<file path="src/rtl/uart_tx_pkg.sv">
// Shared types and constants for the memory-mapped UART transmitter.
package uart_tx_pkg;

    typedef enum logic [1:0] {IDLE, START, DATA, STOP} state_t;

    localparam int unsigned DIV_W = 16;

    localparam logic [1:0] TXDATA_OFS  = 2'd0;
    localparam logic [1:0] STATUS_OFS  = 2'd1;
    localparam logic [1:0] BAUDDIV_OFS = 2'd2;

    localparam int unsigned ST_FULL  = 0;
    localparam int unsigned ST_EMPTY = 1;
    localparam int unsigned ST_BUSY  = 2;
    localparam int unsigned ST_OVF   = 3;

    // A zero divisor would stall the bit counter, so it is promoted to 1.
    function automatic logic [DIV_W-1:0] clamp_div(input logic [DIV_W-1:0] d);
        return (d == '0) ? DIV_W'(1) : d;
    endfunction

endpackage

</file>
<file path="src/rtl/uart_tx_fifo.sv">
// Synchronous byte FIFO; pointers wrap naturally, count is one bit wider.
module uart_tx_fifo #(
    parameter int unsigned DEPTH = 8
) (
    input  logic                     clk,
    input  logic                     reset,
    input  logic                     push,
    input  logic                     pop,
    input  logic [7:0]               din,
    output logic [7:0]               dout,
    output logic                     full,
    output logic                     empty,
    output logic [$clog2(DEPTH):0]   count
);
    localparam int unsigned PTR_W = $clog2(DEPTH);
    localparam int unsigned CNT_W = PTR_W + 1;

    logic [7:0]       mem [DEPTH];
    logic [PTR_W-1:0] wr_ptr;
    logic [PTR_W-1:0] rd_ptr;
    logic             do_push;
    logic             do_pop;

    // A push while full is dropped even if a pop frees a slot this cycle.
    assign do_push = push && !full;
    assign do_pop  = pop && !empty;

    assign full  = (count == CNT_W'(DEPTH));
    assign empty = (count == '0);
    assign dout  = mem[rd_ptr];

    always_ff @(posedge clk) begin
        if (!reset) begin
            wr_ptr <= '0;
            rd_ptr <= '0;
            count  <= '0;
        end else begin
            if (do_push) wr_ptr <= wr_ptr + PTR_W'(1);
            if (do_pop)  rd_ptr <= rd_ptr + PTR_W'(1);
            count <= count + CNT_W'(do_push) - CNT_W'(do_pop);
        end
    end

    always_ff @(posedge clk) begin
        if (do_push) mem[wr_ptr] <= din;
    end

endmodule

</file>
<file path="src/rtl/uart_tx_mmio.sv">
// Memory-mapped 8N1 UART transmitter: register decode, TX FIFO and serializer FSM.
module uart_tx_mmio
    import uart_tx_pkg::*;
#(
    parameter int unsigned      FIFO_DEPTH  = 8,
    parameter logic [DIV_W-1:0] DEFAULT_DIV = 16'd434
) (
    input  logic        clk,
    input  logic        reset,
    input  logic        en,
    input  logic [3:0]  memWrite,
    input  logic [10:0] addr,
    input  logic [31:0] wdata,
    output logic [31:0] rdata,
    output logic        tx,
    output logic        txIrq
);
    localparam int unsigned CNT_W = $clog2(FIFO_DEPTH) + 1;

    logic [1:0]       ofs;
    logic             push_req;
    logic             ovf_clr;
    logic             div_wr;
    logic [DIV_W-1:0] div_merged;
    logic [DIV_W-1:0] div;
    logic             ovf;
    logic [7:0]       status;

    logic             fifo_pop;
    logic [7:0]       fifo_dout;
    logic             fifo_full;
    logic             fifo_empty;
    logic [CNT_W-1:0] fifo_count;

    state_t           state, state_next;
    logic [7:0]       sh, sh_next;
    logic [DIV_W-1:0] bit_div, bit_div_next;
    logic [DIV_W-1:0] baud_cnt, baud_cnt_next;
    logic [2:0]       idx, idx_next, idx_inc;
    logic             tx_next;
    logic             load;

    logic             unused_bits;
    assign unused_bits = ^{addr[10:2], memWrite[3:2], wdata[31:16]};

    // Register decode
    assign ofs        = addr[1:0];
    assign push_req   = en && memWrite[0] && (ofs == TXDATA_OFS);
    assign ovf_clr    = en && memWrite[0] && (ofs == STATUS_OFS) && wdata[ST_OVF];
    assign div_wr     = en && (ofs == BAUDDIV_OFS) && (|memWrite[1:0]);
    assign div_merged = {memWrite[1] ? wdata[15:8] : div[15:8],
                         memWrite[0] ? wdata[7:0]  : div[7:0]};

    always_ff @(posedge clk) begin
        if (!reset) begin
            div <= DEFAULT_DIV;
            ovf <= 1'b0;
        end else begin
            if (div_wr) div <= clamp_div(div_merged);
            if (push_req && fifo_full) ovf <= 1'b1;
            else if (ovf_clr)          ovf <= 1'b0;
        end
    end

    always_comb begin
        status           = '0;
        status[ST_FULL]  = fifo_full;
        status[ST_EMPTY] = fifo_empty;
        status[ST_BUSY]  = (state != IDLE);
        status[ST_OVF]   = ovf;
        status[7:4]      = 4'(fifo_count);
    end

    always_comb begin
        rdata = '0;
        if (en) begin
            case (ofs)
                STATUS_OFS:  rdata = {24'h0, status};
                BAUDDIV_OFS: rdata = {16'h0, div};
                default:     rdata = '0;
            endcase
        end
    end

    assign txIrq = fifo_empty && (state == IDLE);

    uart_tx_fifo #(.DEPTH(FIFO_DEPTH)) u_fifo (
        .clk   (clk),
        .reset (reset),
        .push  (push_req),
        .pop   (fifo_pop),
        .din   (wdata[7:0]),
        .dout  (fifo_dout),
        .full  (fifo_full),
        .empty (fifo_empty),
        .count (fifo_count)
    );

    always_ff @(posedge clk) begin
        if (!reset) begin
            state    <= IDLE;
            sh       <= '0;
            bit_div  <= '0;
            baud_cnt <= '0;
            idx      <= '0;
            tx       <= 1'b1;
        end else begin
            state    <= state_next;
            sh       <= sh_next;
            bit_div  <= bit_div_next;
            baud_cnt <= baud_cnt_next;
            idx      <= idx_next;
            tx       <= tx_next;
        end
    end

    // Serializer; 'load' starts a frame from IDLE or straight out of STOP.
    always_comb begin
        state_next    = state;
        sh_next       = sh;
        bit_div_next  = bit_div;
        baud_cnt_next = baud_cnt;
        idx_next      = idx;
        tx_next       = tx;
        fifo_pop      = 1'b0;
        load          = 1'b0;
        idx_inc       = idx + 3'd1;
        case (state)
            IDLE: begin
                tx_next = 1'b1;
                load    = !fifo_empty;
            end
            START: begin
                if (baud_cnt == '0) begin
                    state_next    = DATA;
                    idx_next      = '0;
                    tx_next       = sh[0];
                    baud_cnt_next = bit_div - DIV_W'(1);
                end else begin
                    baud_cnt_next = baud_cnt - DIV_W'(1);
                end
            end
            DATA: begin
                if (baud_cnt == '0) begin
                    baud_cnt_next = bit_div - DIV_W'(1);
                    if (idx == 3'd7) begin
                        state_next = STOP;
                        tx_next    = 1'b1;
                    end else begin
                        idx_next = idx_inc;
                        tx_next  = sh[idx_inc];
                    end
                end else begin
                    baud_cnt_next = baud_cnt - DIV_W'(1);
                end
            end
            STOP: begin
                if (baud_cnt == '0) begin
                    if (fifo_empty) begin
                        state_next = IDLE;
                        tx_next    = 1'b1;
                    end else begin
                        load = 1'b1;
                    end
                end else begin
                    baud_cnt_next = baud_cnt - DIV_W'(1);
                end
            end
            default: state_next = IDLE;
        endcase
        if (load) begin
            fifo_pop      = 1'b1;
            sh_next       = fifo_dout;
            bit_div_next  = div;
            baud_cnt_next = div - DIV_W'(1);
            state_next    = START;
            tx_next       = 1'b0;
        end
    end

endmodule

</file>
<file path="config.mk">
export PLATFORM = sky130hd
export DESIGN_NAME = uart_tx_mmio
export DESIGN_NICKNAME = d
export VERILOG_FILES = /design/src/rtl/uart_tx_pkg.sv /design/src/rtl/uart_tx_fifo.sv /design/src/rtl/uart_tx_mmio.sv
export SDC_FILE = /design/constraint.sdc
export NUM_CORES = 1
export LEC_CHECK = 0
export CAP_MARGIN = 20
export CORE_MARGIN = 10
export CORE_UTILIZATION = 50
export CTS_BUF_LIST = sky130_fd_sc_hd__clkbuf_8 sky130_fd_sc_hd__clkbuf_16
export DETAILED_ROUTE_END_ITERATION = 7
export HOLD_SLACK_MARGIN = 0.15
export PLACE_DENSITY = 0.69
export SYNTH_ARGS = -nofsm -noshare
export SYNTH_HDL_FRONTEND = slang
export SYNTH_SLANG_ARGS = --single-unit
</file>
<file path="constraint.sdc">
create_clock -name clk -period 6.1 [get_ports clk]
set_input_delay 0.61 -clock clk [delete_from_list [all_inputs] [get_ports clk]]
set_output_delay 0.61 -clock clk [all_outputs]
set_load 0.01 [all_outputs]
</file>
# Yosys cells after proc, flatten, opt, wreduce, memory -nomap -nowiden
# Memory sizes are Yosys's and may differ from the RTL's. A register that Yosys moved wholly into a read port is not among the register bits.
# Index checks and enable logic that the tools add are counted.
dict set report totals {
  mem_count 1
  word_cells 110
  ramBits 64
  inputBits 50
  output_inout_bits 34
  reg_bits 65
}
dict set report classes {
  mux 37
  n_reduce_logical 32
  n_addsub 8
  bitwise 1
  eq_ne 19
  n_lt_le_gt_ge 1
}
# memory words word_bits rd rd_clocked_by_memory_dff write_ports line
set memory_table {}
lappend memory_table {u_fifo.mem 8 8 1 1 1 uart_tx_fifo.sv:18} ;# logic [7:0] mem [DEPTH];
# cell n
set op_table {}
lappend op_table {{$mux 16} 5}
lappend op_table {{$pmux 16 s2} 2}
lappend op_table {{$sub 16x1->16 const B} 3}
lappend op_table {{$logic_not 16->1} 2}
lappend op_table {{$ne 3x3->1 const B} 6}
lappend op_table {{$mux 8} 2}
lappend op_table {{$mux 1} 15}
lappend op_table {{$ne 2x2->1 const B} 6}
lappend op_table {{$reduce_and 6->1} 2}
lappend op_table {{$logic_and 1x1->1} 10}
lappend op_table {{$mux 2} 5}
lappend op_table {{$add 3x1->3 const B} 3}
lappend op_table {{$mux 3} 3}
lappend op_table {{$reduce_and 4->1} 2}
lappend op_table {{$eq 2x2->1 const B} 3}
lappend op_table {{$pmux 2 s3} 1}
lappend op_table {{$pmux 3 s2} 1}
lappend op_table {{$reduce_bool 2->1} 3}
lappend op_table {{$reduce_bool 3->1} 2}
lappend op_table {{$reduce_or 2->1} 3}
lappend op_table {{$add 4x1->4} 1}
lappend op_table {{$eq 2x1->1 const B} 2}
lappend op_table {{$eq 4x4->1 const B} 1}
lappend op_table {{$logic_not 2->1} 2}
lappend op_table {{11 further kinds} 13}

# Depth between registers and ports, before layout
# Gate-level depths: netlist of the first run.
dict set report depth {
  word_depth 7
  mapped_depth 15
  ltp_nobuf 13
}

# Cells and area by module
# From an unflattened synthesis of the first run, not the netlist that was laid out.
dict set report hier_totals {
  cells_unflattened 705
  hier_area_um2 7159.4
}
# module seq_area_each_um2 cells_each area_each_um2 n_inst
set modules_own_cells {}
lappend modules_own_cells {uart_tx_mmio 1261.2 533 3978.8 1}
lappend modules_own_cells {uart_tx_fifo 2182.1 172 3180.6 1}

# Worst setup path after synthesis of the first run
# No wires, ideal clock.
dict set report synth_timing {
  path_type {register to register}
  startpoint {register baud_cnt[6]}
  endpoint {register u_fifo.count[2]}
  t_required_ns 5.985
  path_stages_with_launch 15
  setup_slack_ns 3.081
  period_less_slack_ns 3.019
  n_path_buf 3
  setup_time_ns 0.115
  arrival_ns 2.904
  path_cell_list {dfxtp_1 -> buf_2 -> nor4_2 -> and4_1 -> o21ai_0 -> inv_1 -> buf_2 -> buf_2 -> ha_1 -> inv_1 -> ha_1 -> inv_1 -> fa_1 -> xnor2_1 -> and2_1}
}
dict set report synth_via {
  elab_chain_cells 6
}
# item line
set synth_rtl {}
lappend synth_rtl {{from (decl)} uart_tx_mmio.sv:38} ;# logic [DIV_W-1:0] baud_cnt, baud_cnt_next;
lappend synth_rtl {{from (signal assigned)} uart_tx_mmio.sv:111} ;# baud_cnt <= baud_cnt_next;
lappend synth_rtl {{$logic_not 16->1} uart_tx_mmio.sv:158} ;# if (baud_cnt == '0) begin
lappend synth_rtl {{$mux 1} uart_tx_mmio.sv:158}
lappend synth_rtl {{$pmux 1 s2} uart_tx_mmio.sv:128} ;# case (state)
lappend synth_rtl {{$mux 1} uart_tx_mmio.sv:171} ;# if (load) begin
lappend synth_rtl {{$logic_and 1x1->1} uart_tx_fifo.sv:26} ;# assign do_pop = pop && !empty;
lappend synth_rtl {{via u_fifo.do_pop} uart_tx_fifo.sv:22} ;# logic do_pop;
lappend synth_rtl {{$sub 4x1->4} uart_tx_fifo.sv:40} ;# count <= count + CNT_W'(do_push) - CNT_W'(do_pop);
lappend synth_rtl {{to (signal assigned)} uart_tx_fifo.sv:40}
lappend synth_rtl {{to (decl)} uart_tx_fifo.sv:13} ;# output logic [$clog2(DEPTH):0] count
# The timed path passes the listed nets, and every way through them passes these cells.
# A chain may end at the register's enable or synchronous reset.

# Worst setup path in the final report of the first run
dict set report layout_timing {
  startpoint {register state[1]}
  endpoint {register u_fifo.count[2]}
}
dict set report layout_via {
  elab_chain_cells 5
  word_cells_on_any_way 6
  cone_classes {add/sub (1); eq/ne (1); mux (2); reduce/logical (2)}
}
# item line
set layout_rtl {}
lappend layout_rtl {{from (decl)} uart_tx_mmio.sv:35} ;# state_t state, state_next;
lappend layout_rtl {{from (signal assigned)} uart_tx_mmio.sv:108} ;# state <= state_next;
lappend layout_rtl {{$eq 2x2->1 or $logic_not 2->1 (tied branches)} uart_tx_mmio.sv:128}
lappend layout_rtl {{$pmux 1 s2 (*)} uart_tx_mmio.sv:128}
lappend layout_rtl {{$mux 1 (*)} uart_tx_mmio.sv:171}
lappend layout_rtl {{$logic_and 1x1->1 (*)} uart_tx_fifo.sv:26}
lappend layout_rtl {{$sub 4x1->4 (*)} uart_tx_fifo.sv:40}
# Every way passes the cells marked *; elsewhere a longest branch is shown, timed or not.

==> key figures, run 1 <==
Floorplanning
  – DIE AREA: 19,600 sq um
  – IO Pins: 84
  – Starting Density: 0.514
  – Row Count: 43
  – Die Y: 140 um
  – Die X: 140 um
  – Core area: 14,000 sq um

Logic synthesis
  – Post-synth top area share: 0.267
  – Async S/R FF share, synth: 0
  – Leading post-synthesis cells by cell area: edfxtp_1 (27%), dfxtp_1 (20%), nand2_1 (5.9%), mux4_2 (5.6%), ha_1 (3.8%)
  – Prevailing post-synth register cell: dfxtp_1
  – #FFs+latches synth: 137
  – Post-Synthesis Mean Instance Area: 10.0 sq um
  – Post-synth EDFFs: 64
  – YS warnings: 0
  – Post-Synthesis Cells: 718
  – Netlist cell types: 63
  – Synth area leader: edfxtp_1
  – Sequential share of the synthesized area: 0.470
  – Mapped cell area: 7200 sq um

Finish
  – Area grow syn2layout: 14.5%
  – Ant diodes: 0
  – Share of layout cells above drive strength 1: 0.0937
  – Final Instance Area: 8240 sq um
  – Nets@finish: 818

Min path
  – Hold EP: tx
  – Hold Crit Class: register to register
  – HP Start: tx
  – Hold Crit Depth: 2

Critical path
  – CP max stage delay: 0.46 ns
  – Critical path required time: 6.42 ns
  – R2R Path End: u_fifo.count[2]
  – Reg2reg start: state[1]
  – R2r setup slk: 2.27 ns
  – Register-to-Register Path Depth: 14
  – CP Capture Type: register
  – Setup Crit Path Kind: register to register
  – Startpoint Class: register
  – Crit-path slowest cell: ha_1
  – Worst-path cell chain: ha_1 -> nor4bb_1 -> and4_1 -> o21ai_2 -> buf_4 -> inv_1 -> buf_4 -> ha_1 -> inv_1 -> ha_1 -> inv_1 -> fa_1 -> xnor2_1 -> and2_1
  – CP Data Arrival Time: 4.15 ns
  – Critical Path Fanout Max: 49

Detailed routing
  – WL/cell: 17.9 um
  – TritonRoute pass-1 iters: 5
  – Routed Antenna Nets: 0
  – Drt total wl: 16,800 um
  – Initial DRC Count: 430
  – Via count: 5,431
  – Via/cell ratio: 5.79
  – Drt drc: 0

Pwr
  – Flop pwr share: 0.325
  – Combinational group share of total power: 0.400
  – Sw power: 1.44 mW
  – Switching part of the total: 0.398
  – Pleak: 3.05 nW
  – P_int: 2.18 mW
  – Power Total: 3.62 mW
  – PD cells: 440 nW/um^2
  – Clock power share: 0.275
  – Peak supply drop: 249 uV

STA
  – Slew HR: 0.443
  – Clock Skew: 0.00573 ns
  – Least-Margin Pin Slew: 0.833 ns
  – Final worst path period share: 0.628
  – Fin. max-slew vios: 0
  – Fin. Hold Viols: 0
  – F_max: 0.261 GHz
  – Setup TNS: 0 ns
  – Setup ws final: 2.27 ns
  – RSZ-0062 raised after global routing: false
  – Hold slack final: 0.474 ns
  – Final min period: 3.83 ns
  – Setup violators final: 0

Place
  – GP Congestion: 0.899
  – Input/output buffers: 40
  – DP Worst Slack: 2.33 ns
  – Dpl hpwl: 11,700 um
  – Cell Area, Placed: 7660 sq um

Clock tree
  – Clock tree buffer depth: 2
  – CTS tree: done
  – Num CTS Buffers: 17
  – Post-CTS sizing: 0
  – Clk_lat worst skew: 0.42 ns
  – Post-CTS setup buffers: 0
  – Clock transition at path regs: 0.06 ns
  – Clock sink total: 137
  – Root Buffer Master: clkbuf_16
  – H-tree depth: 4
  – Post-CTS Hold Buffers: 0

GRT
  – Global route overflow: 0
  – Initial antenna violation count: 1
  – Tot GR Track Use: 0.172
  – First-pass GRT wire length: 27,700 um
  – Vias in the first global route: 5,276
  – Pin count of the biggest net entering global routing: 79

Job
  – Max_cap viols: 0

Status
  – Status: complete, no violations
## worst max-delay path: cells and delay by family, from the launching register on
| family | cells | cell delay (ns) |
|---|---|---|
| flip-flops | 1 | 0.43 |
| AND/OR/NAND/NOR | 3 | 0.83 |
| buffers and inverters | 5 | 0.92 |
| XOR/XNOR | 1 | 0.13 |
| AO/OA/AOI/OAI | 1 | 0.06 |
| adder cells (fa/ha/maj) | 4 | 1.32 |
## metal layers
metal	vias to the layer above	GRT usage	part of all wire
met4	0	0.0543	0.013
met5	-	0	0
li1	2643	-	-
met2	133	0.264	0.47
met1	2636	0.232	0.47
met3	19	0.0429	0.050
## power groups by stage
stage / Sequential, mW / Combinational, mW / Clock (mW)
floorplan: 1.15 / 1.12 / 0
global placement: 1.19 / 1.40 / 0
detailed placement: 1.19 / 1.43 / 0
CTS: 1.18 / 1.44 / 1.01
global route: 1.19 / 1.62 / 1.05
finish: 1.18 / 1.45 / 0.995
## Yosys cell counts, types with 7 or more instances
cell type and n:
o211a_1 8, nand2_1 113, and3_1 13, a21boi_0 31, nor2_1 51, inv_1 22, mux4_2 18, nor4_1 13
clkbuf_1 30, dfxtp_1 73, edfxtp_1 64, xor2_1 23, xnor2_1 12, a22oi_1 9, a21oi_1 21, nand3_1 19
o211ai_1 9, a31oi_1 7, ha_1 22, buf_4 16, nor3_1 15, and2_1 7, o21ai_0 23, mux2i_1 13
## layout by cell type, fill, tap and decap left out, types with 4 or more instances in the layout
cell             synthesis  final
o211ai_1                 9      9
a31oi_1                  7      7
nor2_1                  51     51
xnor2_1                 12     12
nand4_1                  6      6
inv_1                   22     22
nand2b_1                 6      6
nand3_1                 19     19
inv_8                    0      7
a21oi_1                 21     21
o21ai_0                 23     22
clkdlybuf4s50_1          0     39
edfxtp_1                64     64
mux2i_1                 13     13
and2_1                   7      7
or4_1                    6      6
or3_1                    4      4
mux4_2                  18     18
dfxtp_1                 73     73
clkbuf_16                0     17
xor2_1                  23     23
a211oi_1                 4      4
a22oi_1                  9      9
buf_4                   16      8
nor3_1                  15     15
o211a_1                  8      8
and3_1                  13     13
inv_6                    0      4
a21boi_0                31     31
nor2b_1                  4      4
ha_1                    22     22
nor4_1                  13     13
nand2_1                113    113
conb_1                   1     16
## metrics by stage
stage	instances	util
6_report	938	0.589
5_1_grt	938	0.589
4_1_cts	938	0.589
3_5_place_dp	906	0.548
3_3_place_gp	906	0.548
2_1_floorplan	733	-
## cells by family (layout without fill, tap and decap cells)
family / Yosys count / count (layout) / synth area share
fa+ha+maj: 23 / 23 / 0.0410
buf+inv: 77 / 102 / 0.0496
simple gates: 275 / 275 / 0.186
flops: 137 / 137 / 0.470
xor+xnor: 35 / 35 / 0.0426
mux: 33 / 33 / 0.0776
other cells: 1 / 16 / 0.000521
compound gates: 137 / 137 / 0.133
## worst max path at each step
stage                 from              end  slack, ns  depth (start not counted)
2_1_floorplan  baud_cnt[6]  u_fifo.count[2]       3.08                         14
3_3_place_gp      state[1]  u_fifo.count[2]       2.42                         14
3_5_place_dp      state[1]  u_fifo.count[2]       2.33                         14
4_1_cts           state[1]  u_fifo.count[2]       2.31                         14
5_1_grt           state[1]  u_fifo.count[2]       1.93                         14
6_report          state[1]  u_fifo.count[2]       2.27                         14
## sequential cells by signal, indices dropped and copies added, names as in the netlist, 2 cells and up
register and count:
baud_cnt 16, sh 8, idx 3, state 2, u_fifo.count 4, u_fifo.rd_ptr 3
div 16, bit_div 16, u_fifo.mem 64, u_fifo.wr_ptr 3
## cell type report
class | instances | area (sq um)
Clock buffer | 17 | 425
Clock inverter | 15 | 150
Timing Repair Buffer | 48 | 455
Tap cell | 180 | 225
Multi-Input combinational cell | 519 | 3520
Inverter | 22 | 82.6
Fill cell | 1200 | 5750
Sequential cell | 137 | 3380
Power figures use the tool's default switching activity.
==> run 2, diff against run 1 <==
Clock period 6.1 ns to 4 ns, I/O delays scaled along.
==> run 2 against run 1 <==
  * Register-to-register slack worse by 1.4 ns
  * Via count grew 1.8%
  * Wire length grew 0.60%
  * Final cell count up 0.21%
  * Highest routed layer unchanged
  * Critical path depth down 2
  * Critical path type unchanged
==> key figures, run 2 (synthesized netlist as in run 1, its figures left out) <==
Critical path
  – Critical Path Fanout Max: 12
  – Startpoint Class: register
  – Setup crit end: u_fifo.count[2]
  – R2r setup slk: 0.90 ns
  – Delay-heaviest family, CP: adder cells
  – Register-to-Register Path Depth: 12
  – Worst setup path startpoint: state[1]
  – Crit-path slowest cell: ha_1
  – Critical path required time: 4.32 ns
  – CP Capture Type: register
  – Worst-path cell chain: ha_1 -> nor4bb_1 -> and4_1 -> o21ai_2 -> inv_1 -> ha_1 -> inv_1 -> ha_1 -> inv_1 -> fa_1 -> xnor2_1 -> and2_1
  – CP max stage delay: 0.44 ns
  – Reg2reg start: state[1]
  – R2R Path End: u_fifo.count[2]
  – Worst Path Buf+Inv: 3
  – CP Data Arrival Time: 3.41 ns
  – Worst path depth: 12
  – Setup Crit Path Kind: register to register

Detailed routing
  – WL/cell: 18.0 um
  – Routed Antenna Nets: 0
  – Initial DRC Count: 525
  – Drt drc: 0
  – Via count: 5,527
  – Drt total wl: 16,900 um
  – TritonRoute pass-1 iters: 7
  – Via/cell ratio: 5.88

Finish
  – Final core occ: 0.592
  – Ant diodes: 0
  – Final Instance Area: 8280 sq um
  – Most frequent cells in the layout: nand2_1 (113), dfxtp_1 (73), edfxtp_1 (64), nor2_1 (51), clkdlybuf4s50_1 (39)
  – Finished Layout Cells: 940
  – Fill count: 1,164
  – Nets@finish: 820
  – Largest register FFs: 64
  – Most common cell after layout, fill and taps aside: nand2_1
  – Area grow syn2layout: 15.1%
  – Share of layout cells above drive strength 1: 0.0974
  – Most flops, register: u_fifo.mem

Floorplanning
  – Starting Density: 0.514
  – DIE AREA: 19,600 sq um
  – IO Pins: 84
  – Core area: 14,000 sq um
  – Die Y: 140 um
  – Row Count: 43
  – Die X: 140 um

Clock tree
  – Clock sink total: 137
  – Root Buffer Master: clkbuf_16
  – Clk_lat worst skew: 0.43 ns
  – Post-CTS sizing: 0
  – CTS tree: done
  – Clock transition at path regs: 0.06 ns
  – Clock tree buffer depth: 2
  – Post-CTS setup buffers: 0
  – Num CTS Buffers: 17
  – Post-CTS Hold Buffers: 0
  – H-tree depth: 4

STA
  – Final worst path period share: 0.774
  – F_max: 0.323 GHz
  – Setup violators final: 0
  – Fin. Hold Viols: 0
  – Setup TNS: 0 ns
  – Fin. max-slew vios: 0
  – Clock Skew: 0.0136 ns
  – RSZ-0062 raised after global routing: false
  – Final min period: 3.10 ns
  – Slew HR: 0.387
  – Least-Margin Pin Slew: 0.919 ns

Place
  – Cells after DPL: 908
  – Dpl hpwl: 11,800 um
  – Cell Area, Placed: 7680 sq um
  – Input/output buffers: 40
  – GP Congestion: 0.926

GRT
  – Vias in the first global route: 5,462
  – Pin count of the biggest net entering global routing: 49
  – Global route overflow: 0
  – Initial antenna violation count: 0
  – Tot GR Track Use: 0.172
  – First-pass GRT wire length: 27,800 um

Pwr
  – Power Total: 5.59 mW
  – Switching part of the total: 0.393
  – Pleak: 3.07 nW
  – Flop pwr share: 0.322
  – P_int: 3.39 mW
  – PD cells: 675 nW/um^2
  – Clock power share: 0.280
  – Combinational group share of total power: 0.398
  – Peak supply drop: 328 uV
  – Sw power: 2.19 mW

Status
  – Status: complete, no violations

Job
  – Max_cap viols: 0

Min path
  – Hold Crit Class: register to register
==> run 2: cell count changes in the layout (fill, tap and decap cells not counted) <==
cell and change:
inv_8 -4, buf_4 +2, clkinv_8 +2, bufinv_16 +1
clkinv_1 -1, clkinv_4 +1, clkinvlp_4 +1
==> run 2: power groups by stage <==
stage / combinational, mW / clock [mW] / sequential, mW
2_1_floorplan: 1.70 / 0 / 1.76
3_3_place_gp: 2.13 / 0 / 1.81
3_5_place_dp: 2.20 / 0 / 1.82
4_1_cts: 2.21 / 1.59 / 1.80
5_1_grt: 2.48 / 1.65 / 1.82
6_report: 2.22 / 1.56 / 1.80
==> run 2: worst min path at each step <==
| stage | from | end | slack [ns] | cells after the start |
|---|---|---|---|---|
| final | bit_div[15] | bit_div[15] | 0.48 | 2 |
| after global routing | ovf | ovf | 0.50 | 2 |
| after CTS | ovf | ovf | 0.48 | 2 |
| after detailed placement | ovf | ovf | 0.47 | 2 |
| after global placement | ovf | ovf | 0.45 | 2 |
| after floorplan | ovf | ovf | 0.44 | 2 |
==> run 2: worst reg2reg max path: stages, from the launching register on <==
cell and delay [ns]:
dfxtp_1 0.43, ha_1 0.44, nor4bb_1 0.35, and4_1 0.35, o21ai_2 0.11, inv_1 0.13, ha_1 0.25, inv_1 0.06
ha_1 0.15, inv_1 0.06, fa_1 0.37, xnor2_1 0.14, and2_1 0.15
==> run 2: routing by layer <==
| layer | track usage | wire [um] | vias to the layer above |
|---|---|---|---|
| met5 | 0 | 0 | - |
| li1 | - | - | 2644 |
| met4 | 0.0647 | 207 | 0 |
| met1 | 0.226 | 7740 | 2683 |
| met2 | 0.269 | 7930 | 182 |
| met3 | 0.0429 | 1020 | 18 |
==> run 2: per-stage QoR <==
step	hold slack (ns)	worst slack, ns
final	0.478	0.904
after global routing	0.502	0.666
after CTS	0.477	0.912
after detailed placement	0.466	0.947
after global placement	0.452	1.07
after floorplan	0.443	0.981
==> run 2: area by class of cell <==
cell class / count / area, sq um / area share
clock buffer: 17 / 425 / 0.0514
timing repair buffer: 50 / 470 / 0.0568
sequential: 137 / 3380 / 0.408
clock inverter: 15 / 180 / 0.0218
inverter: 22 / 82.6 / 0.00997
tap: 180 / 225 / 0.0272
multi-input combinational: 519 / 3520 / 0.424
==> run 3, diff against run 2 <==
Settings changed: PLACE_DENSITY 0.69 to 0.72.
Clock period 4 ns to 2.7 ns, I/O delays scaled along.
==> run 3 against run 2 <==
  * Final area grew 2.8%
  * Register-to-register slack got worse by 0.80 ns
  * Final cell count up 2.9%
  * Critical path type unchanged
  * Critical endpoint unchanged
  * Largest cell class unchanged
==> key figures, run 3 (synthesized netlist as in run 1, its figures left out) <==
Critical path
  – CP Capture Type: register
  – R2R Path End: u_fifo.count[2]
  – Worst-path cell chain: ha_2 -> nor4bb_4 -> and4_4 -> o21ai_4 -> inv_2 -> ha_1 -> inv_1 -> ha_2 -> inv_1 -> fa_1 -> xnor2_1 -> and2_1
  – Critical path required time: 3.02 ns
  – CP max stage delay: 0.38 ns
  – Crit-path slowest cell: fa_1
  – Register-to-Register Path Depth: 12
  – Critical Path Fanout Max: 5
  – CP Data Arrival Time: 2.91 ns
  – Startpoint Class: register
  – Reg2reg start: state[1]
  – R2r setup slk: 0.11 ns
  – Setup Crit Path Kind: register to register

GRT
  – Initial antenna violation count: 0
  – Global route overflow: 0
  – Tot GR Track Use: 0.179
  – Pin count of the biggest net entering global routing: 49
  – First-pass GRT wire length: 28,700 um
  – Vias in the first global route: 5,554

STA
  – Setup ws final: 0.107 ns
  – Clock Skew: 0.00878 ns
  – Hold slack final: 0.373 ns
  – Setup violators final: 0
  – Slew HR: 0.449
  – F_max: 0.386 GHz
  – Setup TNS: 0 ns
  – RSZ-0062 raised after global routing: true
  – Fin. max-slew vios: 0
  – Fin. Hold Viols: 0
  – Least-Margin Pin Slew: 0.826 ns
  – Final worst path period share: 0.960
  – Final min period: 2.59 ns

Clock tree
  – Clock sink total: 137
  – Root Buffer Master: clkbuf_16
  – Clock tree buffer depth: 2
  – Clock transition at path regs: 0.06 ns
  – H-tree depth: 4
  – Clk_lat worst skew: 0.42 ns
  – Post-CTS setup buffers: 0
  – CTS tree: done
  – Num CTS Buffers: 17

Finish
  – Final core occ: 0.609
  – Fill count: 1,156
  – Largest register FFs: 64
  – Area grow syn2layout: 18.3%
  – Nets@finish: 847
  – Storage cell area: 3390 sq um
  – Finished Layout Cells: 967
  – Most common cell after layout, fill and taps aside: nand2_1
  – Ant diodes: 0
  – Multi-input combinational cell area: 3590 sq um
  – Most frequent cells in the layout: nand2_1 (113), dfxtp_1 (71), edfxtp_1 (64), nor2_1 (50), clkdlybuf4s50_1 (39)
  – Share of layout cells above drive strength 1: 0.142
  – Final Instance Area: 8520 sq um
  – Most flops, register: u_fifo.mem

Floorplanning
  – Starting Density: 0.514
  – Core area: 14,000 sq um
  – IO Pins: 84
  – Row Count: 43
  – DIE AREA: 19,600 sq um
  – Die X: 140 um
  – Die Y: 140 um

Pwr
  – Peak supply drop: 653 uV
  – Pleak: 3.19 nW
  – PD cells: 990 nW/um^2
  – Power Total: 8.43 mW

Detailed routing
  – Drt total wl: 17,400 um
  – Via count: 5,687
  – Drt drc: 0
  – Initial DRC Count: 445
  – Routed Antenna Nets: 0
  – WL/cell: 18.0 um
  – Via/cell ratio: 5.88
  – TritonRoute pass-1 iters: 5

Status
  – Status: complete, no violations

Min path
  – Hold Crit Depth: 2
  – HP Start: reset
  – Hold Crit Class: primary input to register
  – Hold EP: div[8]

Place
  – GP Congestion: 0.925
  – DP Worst Slack: 0.0702 ns
  – Cells after DPL: 935
  – Dpl hpwl: 12,200 um
  – Cell Area, Placed: 7930 sq um
  – Input/output buffers: 40

Job
  – Max_cap viols: 0
run 3: changes by cell type in the layout (fill, tap and decap cells not counted), moves of 2 or more:
cell      delta
buf_4       +27
nor4_1       -2
ha_2         +2
dfxtp_1      -2
ha_1         -3
inv_6        +2
clkinv_8     -3
run 3: worst max-delay path, delay by kind of cell (launching register included):
family / cells / cell delay [ns]
flops: 1 / 0.37
buf+inv: 3 / 0.20
fa+ha+maj: 4 / 0.95
xor+xnor: 1 / 0.13
compound gates: 1 / 0.08
simple gates: 3 / 0.74
run 3: what timing repair did:
item | 4_1_cts | 5_1_grt
endpoints found under the setup margin | 0 | 3
resized for setup | 0 | 7
hold buffers | 0 | 0
run 3: how the worst max path moves through the flow:
stage	startpoint	endpoint	slack (ns)	cells after the start
floorplan	state[0]	u_fifo.count[2]	0.007	14
global placement	baud_cnt[0]	u_fifo.count[2]	0.11	13
detailed placement	baud_cnt[0]	u_fifo.count[2]	0.07	13
CTS	baud_cnt[0]	u_fifo.count[2]	0.02	13
global route	state[0]	u_fifo.count[2]	-0.02	12
finish	state[1]	u_fifo.count[2]	0.11	12
run 3: power breakdown:
group / internal, mW / switching (mW)
logic: 1.48 / 2.09
clock network: 1.20 / 0.968
registers: 2.41 / 0.274
total: 5.09 / 3.34
run 3: final cells by class:
type | count | area share
Sequential cell | 137 | 0.398
Clock inverter | 15 | 0.0150
Multi-Input combinational cell | 519 | 0.422
Clock buffer | 17 | 0.0500
Timing Repair Buffer | 77 | 0.0790
Tap cell | 180 | 0.0264
Inverter | 22 | 0.00970
run 3: layer usage:
metal / vias up / global-route usage / share of wire
li1: 2692 / - / -
met1: 2724 / 0.229 / 0.43
met2: 244 / 0.279 / 0.47
met3: 27 / 0.0517 / 0.076
met4: 0 / 0.0663 / 0.020
met5: - / 0 / 0
